File: src/rtl/l1_mem_arbiter_if.sv
// ----------------------------------------------------------------------------
// l1_mem_arbiter_if
// Bundles both sides of the L1-to-memory arbiter:
//   requester side : req_valid/req_write/req_addr*/req_wdata* in,
//                    req_ready/rsp_valid/rsp_data/rsp_last/wr_done/grant_id/busy out
//   memory side    : mem_cmd_valid/write/addr/wdata out, mem_cmd_ready,
//                    mem_rdata_valid/mem_rdata/mem_wr_ack in
// Modport master is the arbiter's view; modport slave is the view of the
// environment (cache controllers plus memory model) driving it.
// ----------------------------------------------------------------------------
interface l1_mem_arbiter_if #(
  parameter int ADDR_W = 32,
  parameter int DATA_W = 32
);
  logic [1:0]        req_valid;
  logic [1:0]        req_write;
  logic [ADDR_W-1:0] req_addr0;
  logic [ADDR_W-1:0] req_addr1;
  logic [DATA_W-1:0] req_wdata0;
  logic [DATA_W-1:0] req_wdata1;
  logic [1:0]        req_ready;
  logic [1:0]        rsp_valid;
  logic [DATA_W-1:0] rsp_data;
  logic              rsp_last;
  logic [1:0]        wr_done;
  logic              grant_id;
  logic              busy;
  logic              mem_cmd_valid;
  logic              mem_cmd_ready;
  logic              mem_cmd_write;
  logic [ADDR_W-1:0] mem_cmd_addr;
  logic [DATA_W-1:0] mem_cmd_wdata;
  logic              mem_rdata_valid;
  logic [DATA_W-1:0] mem_rdata;
  logic              mem_wr_ack;

  modport master (
    input  req_valid, req_write, req_addr0, req_addr1, req_wdata0, req_wdata1,
           mem_cmd_ready, mem_rdata_valid, mem_rdata, mem_wr_ack,
    output req_ready, rsp_valid, rsp_data, rsp_last, wr_done, grant_id, busy,
           mem_cmd_valid, mem_cmd_write, mem_cmd_addr, mem_cmd_wdata
  );

  modport slave (
    output req_valid, req_write, req_addr0, req_addr1, req_wdata0, req_wdata1,
           mem_cmd_ready, mem_rdata_valid, mem_rdata, mem_wr_ack,
    input  req_ready, rsp_valid, rsp_data, rsp_last, wr_done, grant_id, busy,
           mem_cmd_valid, mem_cmd_write, mem_cmd_addr, mem_cmd_wdata
  );
endinterface

File: src/rtl/l1_mem_arbiter.sv
// ----------------------------------------------------------------------------
// l1_mem_arbiter
// Shares one L1-to-memory bus between port 0 (data cache) and port 1
// (instruction cache). Round-robin arbitration in IDLE; each grant runs one
// transaction: a block read (command + BEATS fill beats) or a write-through
// store (command + write acknowledge). Fill beats and store completion are
// routed back only to the owning port. All outputs are registered.
// Ports:
//   clk   - rising-edge clock
//   rst_n - asynchronous active-low reset
//   bus   - l1_mem_arbiter_if.master (requester and memory handshakes)
// ----------------------------------------------------------------------------
module l1_mem_arbiter #(
  parameter int ADDR_W = 32,
  parameter int DATA_W = 32,
  parameter int BEATS  = 8,
  parameter int OFF_W  = 5
) (
  input logic              clk,
  input logic              rst_n,
  l1_mem_arbiter_if.master bus
);

  localparam int CNT_W = (BEATS > 1) ? $clog2(BEATS) : 1;
  localparam logic [CNT_W-1:0] LAST_BEAT = CNT_W'(BEATS - 1);

  localparam logic [1:0] IDLE    = 2'd0;
  localparam logic [1:0] CMD     = 2'd1;
  localparam logic [1:0] RD_FILL = 2'd2;
  localparam logic [1:0] WR_WAIT = 2'd3;

  logic [1:0]        stateR;
  logic [CNT_W-1:0]  beatCntR;
  logic              lastGrantR;
  logic              winnerS;
  logic              selWriteS;
  logic [ADDR_W-1:0] selAddrS;
  logic [DATA_W-1:0] selWdataS;
  logic [ADDR_W-1:0] cmdAddrS;

  // Pick the round-robin winner and form the command fields it would launch
  always_comb begin
    winnerS   = 1'b0;
    selWriteS = 1'b0;
    selAddrS  = '0;
    selWdataS = '0;
    cmdAddrS  = '0;
    // On a tie the port that did not own the previous transaction wins
    if (bus.req_valid == 2'b11) begin
      winnerS = ~lastGrantR;
    end else begin
      winnerS = bus.req_valid[1];
    end
    if (winnerS) begin
      selWriteS = bus.req_write[1];
      selAddrS  = bus.req_addr1;
      selWdataS = bus.req_wdata1;
    end else begin
      selWriteS = bus.req_write[0];
      selAddrS  = bus.req_addr0;
      selWdataS = bus.req_wdata0;
    end
    // Block reads fetch the whole aligned block; stores keep the exact address
    if (selWriteS) begin
      cmdAddrS = selAddrS;
    end else begin
      cmdAddrS = {selAddrS[ADDR_W-1:OFF_W], {OFF_W{1'b0}}};
    end
  end

  // Transaction FSM and every registered output
  always_ff @(posedge clk or negedge rst_n) begin
    if (!rst_n) begin
      stateR            <= IDLE;
      beatCntR          <= '0;
      lastGrantR        <= 1'b1;
      bus.req_ready     <= 2'b00;
      bus.rsp_valid     <= 2'b00;
      bus.rsp_data      <= '0;
      bus.rsp_last      <= 1'b0;
      bus.wr_done       <= 2'b00;
      bus.grant_id      <= 1'b0;
      bus.busy          <= 1'b0;
      bus.mem_cmd_valid <= 1'b0;
      bus.mem_cmd_write <= 1'b0;
      bus.mem_cmd_addr  <= '0;
      bus.mem_cmd_wdata <= '0;
    end else begin
      // Single-cycle pulses fall back to 0 unless re-asserted below
      bus.req_ready <= 2'b00;
      bus.rsp_valid <= 2'b00;
      bus.rsp_last  <= 1'b0;
      bus.wr_done   <= 2'b00;
      case (stateR)
        IDLE: begin
          if (bus.req_valid != 2'b00) begin
            stateR            <= CMD;
            bus.req_ready     <= winnerS ? 2'b10 : 2'b01;
            bus.grant_id      <= winnerS;
            bus.busy          <= 1'b1;
            bus.mem_cmd_write <= selWriteS;
            bus.mem_cmd_addr  <= cmdAddrS;
            bus.mem_cmd_wdata <= selWdataS;
          end else begin
            bus.busy <= 1'b0;
          end
        end
        CMD: begin
          // Command goes out the cycle after acceptance and is held until taken
          if (!bus.mem_cmd_valid) begin
            bus.mem_cmd_valid <= 1'b1;
          end else if (bus.mem_cmd_ready) begin
            bus.mem_cmd_valid <= 1'b0;
            stateR            <= bus.mem_cmd_write ? WR_WAIT : RD_FILL;
          end else begin
            bus.mem_cmd_valid <= 1'b1;
          end
        end
        RD_FILL: begin
          if (bus.mem_rdata_valid) begin
            bus.rsp_valid <= bus.grant_id ? 2'b10 : 2'b01;
            bus.rsp_data  <= bus.mem_rdata;
            if (beatCntR == LAST_BEAT) begin
              beatCntR     <= '0;
              bus.rsp_last <= 1'b1;
              lastGrantR   <= bus.grant_id;
              bus.busy     <= 1'b0;
              stateR       <= IDLE;
            end else begin
              beatCntR <= beatCntR + CNT_W'(1);
            end
          end else begin
            beatCntR <= beatCntR;
          end
        end
        WR_WAIT: begin
          if (bus.mem_wr_ack) begin
            bus.wr_done <= bus.grant_id ? 2'b10 : 2'b01;
            lastGrantR  <= bus.grant_id;
            bus.busy    <= 1'b0;
            stateR      <= IDLE;
          end else begin
            stateR <= WR_WAIT;
          end
        end
        default: begin
          stateR   <= IDLE;
          bus.busy <= 1'b0;
        end
      endcase
    end
  end

endmodule

File: src/flat_wrapper.sv
// flat-port wrapper written by rule: the top's interface ports become plain ports
module l1_mem_arbiter_flat 
#(
  parameter int ADDR_W = 32,
  parameter int DATA_W = 32,
  parameter int BEATS  = 8,
  parameter int OFF_W  = 5
)
  (clk, rst_n, bus_req_valid, bus_req_write, bus_req_addr0, bus_req_addr1, bus_req_wdata0, bus_req_wdata1, bus_mem_cmd_ready, bus_mem_rdata_valid, bus_mem_rdata, bus_mem_wr_ack, bus_req_ready, bus_rsp_valid, bus_rsp_data, bus_rsp_last, bus_wr_done, bus_grant_id, bus_busy, bus_mem_cmd_valid, bus_mem_cmd_write, bus_mem_cmd_addr, bus_mem_cmd_wdata);
  l1_mem_arbiter_if #(.ADDR_W(ADDR_W), .DATA_W(DATA_W)) bus_i ();
  input logic clk;
  input logic rst_n;
  input wire logic [$bits(bus_i.req_valid)-1:0] bus_req_valid;
  input wire logic [$bits(bus_i.req_write)-1:0] bus_req_write;
  input wire logic [$bits(bus_i.req_addr0)-1:0] bus_req_addr0;
  input wire logic [$bits(bus_i.req_addr1)-1:0] bus_req_addr1;
  input wire logic [$bits(bus_i.req_wdata0)-1:0] bus_req_wdata0;
  input wire logic [$bits(bus_i.req_wdata1)-1:0] bus_req_wdata1;
  input wire logic [$bits(bus_i.mem_cmd_ready)-1:0] bus_mem_cmd_ready;
  input wire logic [$bits(bus_i.mem_rdata_valid)-1:0] bus_mem_rdata_valid;
  input wire logic [$bits(bus_i.mem_rdata)-1:0] bus_mem_rdata;
  input wire logic [$bits(bus_i.mem_wr_ack)-1:0] bus_mem_wr_ack;
  output wire logic [$bits(bus_i.req_ready)-1:0] bus_req_ready;
  output wire logic [$bits(bus_i.rsp_valid)-1:0] bus_rsp_valid;
  output wire logic [$bits(bus_i.rsp_data)-1:0] bus_rsp_data;
  output wire logic [$bits(bus_i.rsp_last)-1:0] bus_rsp_last;
  output wire logic [$bits(bus_i.wr_done)-1:0] bus_wr_done;
  output wire logic [$bits(bus_i.grant_id)-1:0] bus_grant_id;
  output wire logic [$bits(bus_i.busy)-1:0] bus_busy;
  output wire logic [$bits(bus_i.mem_cmd_valid)-1:0] bus_mem_cmd_valid;
  output wire logic [$bits(bus_i.mem_cmd_write)-1:0] bus_mem_cmd_write;
  output wire logic [$bits(bus_i.mem_cmd_addr)-1:0] bus_mem_cmd_addr;
  output wire logic [$bits(bus_i.mem_cmd_wdata)-1:0] bus_mem_cmd_wdata;
  assign bus_i.req_valid = bus_req_valid;
  assign bus_i.req_write = bus_req_write;
  assign bus_i.req_addr0 = bus_req_addr0;
  assign bus_i.req_addr1 = bus_req_addr1;
  assign bus_i.req_wdata0 = bus_req_wdata0;
  assign bus_i.req_wdata1 = bus_req_wdata1;
  assign bus_i.mem_cmd_ready = bus_mem_cmd_ready;
  assign bus_i.mem_rdata_valid = bus_mem_rdata_valid;
  assign bus_i.mem_rdata = bus_mem_rdata;
  assign bus_i.mem_wr_ack = bus_mem_wr_ack;
  assign bus_req_ready = bus_i.req_ready;
  assign bus_rsp_valid = bus_i.rsp_valid;
  assign bus_rsp_data = bus_i.rsp_data;
  assign bus_rsp_last = bus_i.rsp_last;
  assign bus_wr_done = bus_i.wr_done;
  assign bus_grant_id = bus_i.grant_id;
  assign bus_busy = bus_i.busy;
  assign bus_mem_cmd_valid = bus_i.mem_cmd_valid;
  assign bus_mem_cmd_write = bus_i.mem_cmd_write;
  assign bus_mem_cmd_addr = bus_i.mem_cmd_addr;
  assign bus_mem_cmd_wdata = bus_i.mem_cmd_wdata;
  l1_mem_arbiter #(.ADDR_W(ADDR_W), .DATA_W(DATA_W), .BEATS(BEATS), .OFF_W(OFF_W)) u_core (.clk(clk), .rst_n(rst_n), .bus(bus_i));
endmodule
File: config.mk
export PLATFORM = sky130hd
export DESIGN_NAME = l1_mem_arbiter_flat
export DESIGN_NICKNAME = d
export VERILOG_FILES = /design/src/rtl/l1_mem_arbiter_if.sv /design/src/rtl/l1_mem_arbiter.sv /design/src/flat_wrapper.sv
export SDC_FILE = /design/constraint.sdc
export NUM_CORES = 1
export LEC_CHECK = 0
export CAP_MARGIN = 15
export CORE_ASPECT_RATIO = 1.25
export CORE_MARGIN = 4
export CORE_UTILIZATION = 41
export CTS_CLUSTER_DIAMETER = 40
export DETAILED_ROUTE_END_ITERATION = 16
export GPL_ROUTABILITY_DRIVEN = 1
export MAX_ROUTING_LAYER = met4
export PLACE_DENSITY = 0.87
export SLEW_MARGIN = 15
export SYNTH_ARGS = -nofsm -noshare
export SYNTH_HDL_FRONTEND = slang
export SYNTH_SLANG_ARGS = --single-unit
File: constraint.sdc
create_clock -name clk -period 2.4 [get_ports clk]
set_input_delay 0.36 -clock clk [delete_from_list [all_inputs] [get_ports clk]]
set_output_delay 0.36 -clock clk [all_outputs]
set_load 0.005 [all_outputs]
==> results.yml, run 1 <==
detailed_routing:
  drt-pass1-iter-count: 10
  vias: 4045
  drt_wl_total_um: 14900
  drt_iter0_drc: 234
  viasPerCell: 5.17
  ant_nets: 0
  wl_per_cell_um: 19.1
  drc_errors: 0
synth:
  syn_area_um2: 4620
  syn_inst: 359
  yosys_warnings: 0
  synth_top_family_by_area: "compound AO/OA/AOI/OAI gates"
  synth_adder_area_share: 0.00542
  ys.flop_type: "dfrtp_1"
  synth_xor_area_frac: 0
  seq_area_frac_synth: 0.613
  synth_seq_cells: 113
  async_reset_ff_frac: 1.00
  synth_simple_gate_area_frac: 0.0312
  yosysUniqueCellTypes: 26
  synth-edff-count: 0
  syn-num-nets: 530
  muxShareOfSynthArea: 0.120
  postSynthAreaPerCell_um2: 12.9
  synth_compound_area_frac: 0.144
worst_setup_path:
  crit_fanout: 50
  arrival_ns: 2.46
  crit_required_ns: 2.70
  rr_startpoint: "u_core.stateR[1]"
  crit_type: "flop to flop"
  r2r_slack_ns: 0.24
  reg2regPathDepth: 4
  crit_path_end_kind: "flop"
  critPathLaunchType: "flop"
  crit_start: "u_core.stateR[1]"
  worstReg2RegEnd: "u_core.bus.mem_cmd_addr[3]"
clock_network:
  cts.reportedPaths.clkPinSlew_ns: 0.05
  clock_latency_ns: 0.40
  clock_path_buffers: 2
  cts_tree: "done"
  cts_sinks: 113
  clockRootBuffer: "clkbuf_16"
  cts-buffers-inserted: 17
  htree_levels: 4
floorplanning:
  die_w_um: 103
  dieArea_um2: 13000
  start_util: 0.417
  fp-row-count: 43
  core_area_um2: 11100
  io_pins: 276
  fp.dieH_um: 127
cells_and_area:
  layout_commonest_cell: "clkdlybuf4s50_1"
  drive_gt1_frac: 0.122
  final_cell_mix: "clkdlybuf4s50_1 (274), dfrtp_1 (112), inv_1 (53), a222oi_1 (48), mux2_2 (35)"
  multi_input_area_um2: 1410
  antenna_cells: 0
  nets: 807
  syn2layout_area_growth_pct: 74.4
  stdcell_area_um2: 8050
  fill_cells: 749
  regArea_um2: 2830
  layout.cells.non_filler: 783
global_routing:
  grt_max_degree: 59
  grt_pass1_vias: 4309
  grt_pass1_wl_um: 22100
  grt_usage: 0.230
  antenna_found_initial: 0
  gr-total-overflow: 0
power:
  comb_power_share: 0.414
  p_leak_nw: 3.65
  switchingPower_mw: 2.89
  p_per_area_nw_per_um2: 1220
  sw_frac_of_total: 0.294
  pwr-share-clk: 0.248
  p_int_mw: 6.95
  seqPwrFrac: 0.339
  vdd_ir_drop_max_uv: 757
  finalPower_mw: 9.84
sta:
  hold_violations: 0
  fin_ws_ns: 0.239
  rsz0062_at_grt: "false"
  slew_headroom: 0.353
  skew_ns: 0.00597
  fin_crit_ns: 2.16
  slew_viol_final: 0
  setup_violations: 0
  worst_slew_pin_slew_ns: 0.970
  period_share: 0.900
  hold-worst-slack_ns: 0.438
  fmax_mhz: 463
placed_design:
  postPlaceCellArea_um2: 7470
  port_buffers: 275
  hpwl_um: 11400
  routabilityCongestion: 0.888
  pre_cts_ws_ns: -0.0146
  dp.cells: 751
flow_run:
  drv_cap: 0
status:
  status: "finished, final reports clean"
worst_hold_path:
  hold_path.class: "input pin to asynchronous set/reset pin"
==> flip-flops by register name, summed over array words and instances, names as in the netlist <==
signal,flops
u_core.bus.rsp_valid,2
u_core.bus.req_ready,2
u_core.bus.grant_id,1
u_core.bus.mem_cmd_write,1
u_core.bus.mem_cmd_addr,32
u_core.bus.mem_cmd_wdata,32
u_core.beatCntR,3
u_core.bus.rsp_last,1
u_core.bus.rsp_data,32
u_core.stateR,2
u_core.lastGrantR,1
u_core.bus.wr_done,2
u_core.bus.busy,1
u_core.bus.mem_cmd_valid,1
==> kinds of logic after synthesis <==
family	Yosys count
buffers and inverters	79
flip-flops	113
adder cells (fa/ha/maj)	2
multiplexers	51
AND/OR/NAND/NOR	35
AO/OA/AOI/OAI	79
==> power by group through the flow <==
| stage | logic, mW | clock network, mW | registers (mW) |
|---|---|---|---|
| 2_1_floorplan | 1.62 | 0 | 3.35 |
| 3_3_place_gp | 3.96 | 0 | 3.28 |
| 3_5_place_dp | 4.11 | 0 | 3.35 |
| 4_1_cts | 4.14 | 2.48 | 3.33 |
| 5_1_grt | 4.41 | 2.57 | 3.44 |
| 6_report | 4.07 | 2.44 | 3.33 |
==> routing by layer <==
layer  GRT usage  routed length (um)  part of all wire
met4      0.0907                 403             0.027
met5           -                   0                 0
met2       0.394                7810              0.52
met3      0.0677                1440             0.096
met1       0.245                5290              0.35
==> repair_timing <==
action,in CTS,in global routing
resized for setup,0,0
setup buffers,0,0
hold buffers,1,0
endpoints found under the hold margin,26,0
==> critical path: stages, from the launching register on <==
cell     delay (ns)
dfrtp_1        0.45
nor2_1         0.29
and3_2         0.88
a22oi_4        0.19
o21ai_0        0.25
==> worst max path at each step <==
stage,cells past startpoint,slack [ns],end
after floorplan,7,0.88,u_core.bus.mem_cmd_addr[26]
after global placement,4,0.19,u_core.bus.mem_cmd_addr[0]
after detailed placement,4,-0.01,u_core.bus.mem_cmd_addr[3]
after CTS,4,0.23,u_core.bus.mem_cmd_addr[3]
after global routing,4,0.11,u_core.bus.mem_cmd_addr[3]
final,4,0.24,u_core.bus.mem_cmd_addr[3]
==> layout make-up <==
class                   instances  share of cell area
repair buffers                284               0.356
flip-flops and latches        113               0.351
multi-input cells             167               0.175
clock buffers                  20              0.0542
inverters                      53              0.0247
well taps                     135              0.0210
clock inverters                11              0.0174
==> synth_stat cells (3+ instances only) <==
master      n  area (um2)
mux2_2     35         394
buf_2       7        35.0
buf_6      12         135
dfrtp_1   112        2800
a222oi_1   48         480
clkbuf_1    5        18.8
nor2_1      6        22.5
nand3_1     3        15.0
o21ai_0    22         110
mux2i_1    16         160
nand2_1    22        82.6
inv_1      53         199
==> through the flow <==
step                TNS (ns)   util
floorplan                  0      -
global placement           0  0.674
detailed placement   -0.0146  0.674
CTS                        0  0.727
global route               0  0.727
finish                     0  0.727
Power figures use the tool's default switching activity.
==> inputs of run 2 (changes only) <==
--- a/config.mk
+++ b/config.mk
@@ -5,15 +5,16 @@
 export SDC_FILE = /design/constraint.sdc
 export NUM_CORES = 1
 export LEC_CHECK = 0
+export ABC_CLOCK_PERIOD_IN_PS = 2000
 export CAP_MARGIN = 15
 export CORE_ASPECT_RATIO = 1.25
 export CORE_MARGIN = 4
-export CORE_UTILIZATION = 41
+export CORE_UTILIZATION = 38
 export CTS_CLUSTER_DIAMETER = 40
 export DETAILED_ROUTE_END_ITERATION = 16
 export GPL_ROUTABILITY_DRIVEN = 1
 export MAX_ROUTING_LAYER = met4
-export PLACE_DENSITY = 0.87
+export PLACE_DENSITY = 0.81
 export SLEW_MARGIN = 15
 export SYNTH_ARGS = -nofsm -noshare
 export SYNTH_HDL_FRONTEND = slang
==> constraint.sdc (replaced) <==
create_clock -name clk -period 2 [get_ports clk]
set_input_delay 0.3 -clock clk [delete_from_list [all_inputs] [get_ports clk]]
set_output_delay 0.3 -clock clk [all_outputs]
set_load 0.005 [all_outputs]
==> results.yml, run 2 (synthesis results as in run 1) <==
sta:
  slew_headroom: 0.707
  fin_setup_tns_ns: 0
  rsz0062_at_grt: "false"
  skew_ns: 0.00490
  slew_viol_final: 0
  hold_violations: 0
  setup_violations: 0
  period_share: 0.859
  fmax_mhz: 582
  worst_slew_pin_slew_ns: 0.440
  fin_crit_ns: 1.72
power:
  finalPower_mw: 12.1
  p_per_area_nw_per_um2: 1470
  vdd_ir_drop_max_uv: 1160
  p_leak_nw: 3.71
worst_setup_path:
  path_buf_inv: 1
  critical-path-top-delay-family: "buffers and inverters"
  worstReg2RegEnd: "u_core.bus.mem_cmd_wdata[28]"
  crit_fanout: 6
  arrival_ns: 1.42
  crit_path_end_kind: "output pin"
  slowest_stage: "clkdlybuf4s50_1"
  max_stage_delay_ns: 0.55
  crit_required_ns: 1.70
  critPathLaunchType: "flop"
  reg2regPathDepth: 5
  path_cells: "clkdlybuf4s50_1"
  r2r_slack_ns: 0.33
  rr_startpoint: "u_core.stateR[1]"
  crit_type: "flop to output pin"
global_routing:
  grt_pass1_wl_um: 24700
  grt_pass1_vias: 4576
  antenna_found_initial: 0
  grt_max_degree: 50
  grt_usage: 0.232
  gr-total-overflow: 0
cells_and_area:
  antenna_cells: 0
  layout_commonest_cell: "clkdlybuf4s50_1"
  final_cell_mix: "clkdlybuf4s50_1 (274), dfrtp_1 (112), inv_1 (53), a222oi_1 (48), mux2_2 (35)"
  fill_cells: 874
  stdcell_area_um2: 8200
  regArea_um2: 2830
  largestRegisters: "u_core.bus.mem_cmd_addr x32, u_core.bus.mem_cmd_wdata x32, u_core.bus.rsp_data x32"
  drive_gt1_frac: 0.130
  syn2layout_area_growth_pct: 77.6
  nets: 813
  multi_input_area_um2: 1410
placed_design:
  postPlaceCellArea_um2: 7590
  hpwl_um: 11900
  port_buffers: 275
  routabilityCongestion: 0.871
floorplanning:
  dieArea_um2: 14000
  io_pins: 276
  fp-row-count: 44
  core_area_um2: 11800
  die_w_um: 107
  start_util: 0.392
  fp.dieH_um: 131
detailed_routing:
  drt-pass1-iter-count: 7
  wl_per_cell_um: 19.3
  wl_met1_um: 5800
  route.met3.wl_um: 1290
  drt_wl_total_um: 15700
  wl_met2_um: 8140
  vias: 4195
  ant_nets: 0
  drt_iter0_drc: 419
  drc_errors: 0
  topRoutingLayerUsed: "met4"
  viasPerCell: 5.15
clock_network:
  clock_path_buffers: 2
  htree_levels: 4
  cts_sinks: 113
  cts_tree: "done"
  clockRootBuffer: "clkbuf_16"
  cts-buffers-inserted: 17
  clock_latency_ns: 0.40
  ctsResizeCount: 0
  cts.reportedPaths.clkPinSlew_ns: 0.05
worst_hold_path:
  hold_path.class: "input pin to asynchronous set/reset pin"
status:
  status: "finished, final reports clean"
flow_run:
  drv_cap: 0
## run 2: cell count changes in the layout (fill, tap and decap cells not counted)
cell        previous run  this run
buf_12                 4         8
buf_4                  5         7
bufinv_16              3         4
clkinv_4               0         1
clkinvlp_4             4         2
## run 2: what timing repair did
item                       CTS  global route
setup endpoints to repair    0             0
setup buffers                0             0
hold buffers                 1             0
hold endpoints to repair    30             0
## run 2: power by group
| group | switching, mW | internal (mW) | total (mW) |
|---|---|---|---|
| Sequential | 0.648 | 3.38 | 4.03 |
| Clock | 1.03 | 2.07 | 3.10 |
| Combinational | 1.86 | 3.10 | 4.96 |
| Total | 3.54 | 8.55 | 12.1 |
## run 2: layout make-up
cell class                 instances  share of cell area
tap                              161              0.0246
timing repair buffer             290               0.361
inverter                          53              0.0242
clock buffer                      20              0.0532
multi-input combinational        167               0.172
sequential                       113               0.345
clock inverter                    11              0.0200
## run 2: worst max-delay path by stage
stage | from | endpoint | slack (ns) | cells past startpoint
2_1_floorplan | u_core.lastGrantR | u_core.bus.mem_cmd_addr[26] | 0.48 | 7
3_3_place_gp | bus_req_valid[1] | u_core.bus.mem_cmd_wdata[17] | 0.16 | 6
3_5_place_dp | bus_req_valid[1] | u_core.bus.mem_cmd_addr[28] | 0.1 | 6
4_1_cts | u_core.bus.grant_id | bus_grant_id | 0.27 | 1
5_1_grt | u_core.bus.grant_id | bus_grant_id | 0.23 | 1
6_report | u_core.bus.grant_id | bus_grant_id | 0.28 | 1
## run 2: stage by stage
| stage | hold slack (ns) | utilization | instances | setup WS [ns] |
|---|---|---|---|---|
| floorplan | 0.00441 | - | 359 | 0.481 |
| global placement | 0.269 | 0.645 | 783 | 0.160 |
| detailed placement | 0.274 | 0.645 | 783 | 0.0968 |
| CTS | 0.394 | 0.696 | 815 | 0.268 |
| global route | 0.418 | 0.696 | 815 | 0.231 |
| finish | 0.405 | 0.696 | 815 | 0.281 |
## run 2: per-layer routing
metal	vias up	GRT usage
met1	2058	0.251
met5	-	-
met4	0	0.0924
met3	29	0.0716
li1	1881	-
met2	227	0.394
==> inputs of run 3 (changes only) <==
--- a/config.mk
+++ b/config.mk
@@ -6,7 +6,6 @@
 export NUM_CORES = 1
 export LEC_CHECK = 0
 export ABC_CLOCK_PERIOD_IN_PS = 2000
-export CAP_MARGIN = 15
 export CORE_ASPECT_RATIO = 1.25
 export CORE_MARGIN = 4
 export CORE_UTILIZATION = 38
@@ -15,6 +14,7 @@
 export GPL_ROUTABILITY_DRIVEN = 1
 export MAX_ROUTING_LAYER = met4
 export PLACE_DENSITY = 0.81
+export SETUP_SLACK_MARGIN = 0.4
 export SLEW_MARGIN = 15
 export SYNTH_ARGS = -nofsm -noshare
 export SYNTH_HDL_FRONTEND = slang
==> results.yml, run 3 (synthesis results as in run 1) <==
worst_setup_path:
  max_stage_delay_ns: 0.53
  slowest_stage: "clkdlybuf4s50_1"
  arrival_ns: 1.28
  worstReg2RegEnd: "u_core.bus.mem_cmd_wdata[8]"
  crit_type: "flop to output pin"
  rr_startpoint: "u_core.lastGrantR"
  crit_fanout: 2
  critPathLaunchType: "flop"
  critical-path-top-delay-family: "buffers and inverters"
  crit_required_ns: 1.70
  path_cells: "clkdlybuf4s50_1"
  path_buf_inv: 1
  r2r_slack_ns: 0.48
  crit_path_end_kind: "output pin"
  reg2regPathDepth: 5
flow_run:
  drv_cap: 0
clock_network:
  cts-buffers-inserted: 17
  cts_sinks: 113
  clock_path_buffers: 2
  clock_latency_ns: 0.40
  cts_tree: "done"
  cts.reportedPaths.clkPinSlew_ns: 0.05
  clockRootBuffer: "clkbuf_16"
  htree_levels: 4
cells_and_area:
  multi_input_area_um2: 1420
  largestRegisters: "u_core.bus.mem_cmd_addr x32, u_core.bus.mem_cmd_wdata x32, u_core.bus.rsp_data x32"
  fill_cells: 832
  drive_gt1_frac: 0.147
  nets: 821
  syn2layout_area_growth_pct: 81.4
  fin_util: 0.711
  antenna_cells: 0
  layout_commonest_cell: "clkdlybuf4s50_1"
  regArea_um2: 2830
  final_cell_mix: "clkdlybuf4s50_1 (204), dfrtp_1 (109), inv_1 (53), dlymetal6s2s_1 (50), a222oi_1 (48)"
power:
  p_leak_nw: 4.36
  p_int_mw: 8.38
  seqPwrFrac: 0.335
  comb_power_share: 0.406
  p_per_area_nw_per_um2: 1430
  pwr-share-clk: 0.259
  switchingPower_mw: 3.58
  vdd_ir_drop_max_uv: 1190
  sw_frac_of_total: 0.299
global_routing:
  grt_pass1_wl_um: 24700
  grt_usage: 0.232
  grt_pass1_vias: 4581
  antenna_found_initial: 0
  gr-total-overflow: 0
  grt_max_degree: 50
floorplanning:
  die_w_um: 107
  core_area_um2: 11800
  dieArea_um2: 14000
  fp.dieH_um: 131
  start_util: 0.392
  io_pins: 276
  fp-row-count: 44
sta:
  setup_violations: 0
  fin_setup_tns_ns: 0
  slew_headroom: 0.705
  fin_crit_ns: 1.58
  worst_slew_pin_slew_ns: 0.442
  period_share: 0.789
  hold_violations: 0
  slew_viol_final: 0
  skew_ns: 0.00543
  rsz0062_at_grt: "true"
  fmax_mhz: 634
worst_hold_path:
  hold_path.class: "input pin to asynchronous set/reset pin"
detailed_routing:
  drt_iter0_drc: 425
  drt_wl_total_um: 16100
  vias: 4264
  drc_errors: 0
  drt-pass1-iter-count: 7
  viasPerCell: 5.18
  wl_per_cell_um: 19.6
  ant_nets: 0
placed_design:
  port_buffers: 275
  hpwl_um: 11900
  routabilityCongestion: 0.871
status:
  status: "finished, final reports clean"
-- run 3: cell count changes in the layout (fill, tap and decap cells not counted), moves of 3 or more --
cell	change
dfrtp_2	+3
dfrtp_1	-3
clkdlybuf4s50_1	-70
buf_4	+8
dlygate4sd2_1	+20
dlymetal6s2s_1	+50
-- run 3: stage by stage --
stage | cell area, um2 | power (mW) | setup slack [ns] | hold slack (ns) | instances
floorplan | 4620 | 5.97 | 0.481 | 0.00441 | 359
global placement | 7590 | 8.80 | 0.160 | 0.269 | 783
detailed placement | 7590 | 9.04 | 0.0968 | 0.274 | 783
CTS | 8190 | 12.1 | 0.395 | 0.394 | 816
global route | 8380 | 12.7 | 0.384 | 0.418 | 823
finish | 8380 | 12.0 | 0.422 | 0.398 | 823
-- run 3: how the worst max path moves through the flow --
stage | from | to | slack [ns] | cells past startpoint
5_1_grt | u_core.bus.mem_cmd_wdata[25] | bus_mem_cmd_wdata[25] | 0.38 | 1
2_1_floorplan | u_core.lastGrantR | u_core.bus.mem_cmd_addr[26] | 0.48 | 7
4_1_cts | u_core.bus.grant_id | bus_grant_id | 0.39 | 1
3_5_place_dp | bus_req_valid[1] | u_core.bus.mem_cmd_addr[28] | 0.1 | 6
3_3_place_gp | bus_req_valid[1] | u_core.bus.mem_cmd_wdata[17] | 0.16 | 6
6_report | u_core.bus.mem_cmd_addr[10] | bus_mem_cmd_addr[10] | 0.42 | 1
-- run 3: layout make-up --
| type | count | area share |
|---|---|---|
| Timing Repair Buffer | 298 | 0.373 |
| Sequential cell | 113 | 0.338 |
| Multi-Input combinational cell | 167 | 0.169 |
| Clock buffer | 20 | 0.0521 |
| Tap cell | 161 | 0.0240 |
| Inverter | 53 | 0.0237 |
| Clock inverter | 11 | 0.0196 |
-- run 3: repair_timing --
item                                    CTS  global route
buffers inserted                          1             7
cloned                                    0             0
endpoints found under the setup margin   45           103
hold buffers                              1             0
pin swaps                                 0             1
gates resized for setup                  23            54
endpoints found under the hold margin    30             0
-- run 3: per-layer routing --
layer / global-route usage / vias to the layer above / share of wire
met4: 0.0924 / 0 / 0.034
met5: - / - / 0
met2: 0.394 / 250 / 0.52
met3: 0.0702 / 34 / 0.089
met1: 0.253 / 2085 / 0.36
li1: - / 1895 / -
-- run 3: power groups by stage --
stage	logic [mW]	clock network [mW]	registers [mW]
finish	4.86	3.10	4.00
global route	5.27	3.28	4.13
CTS	4.94	3.16	4.00
detailed placement	5.00	0	4.04
global placement	4.84	0	3.96
floorplan	1.94	0	4.02
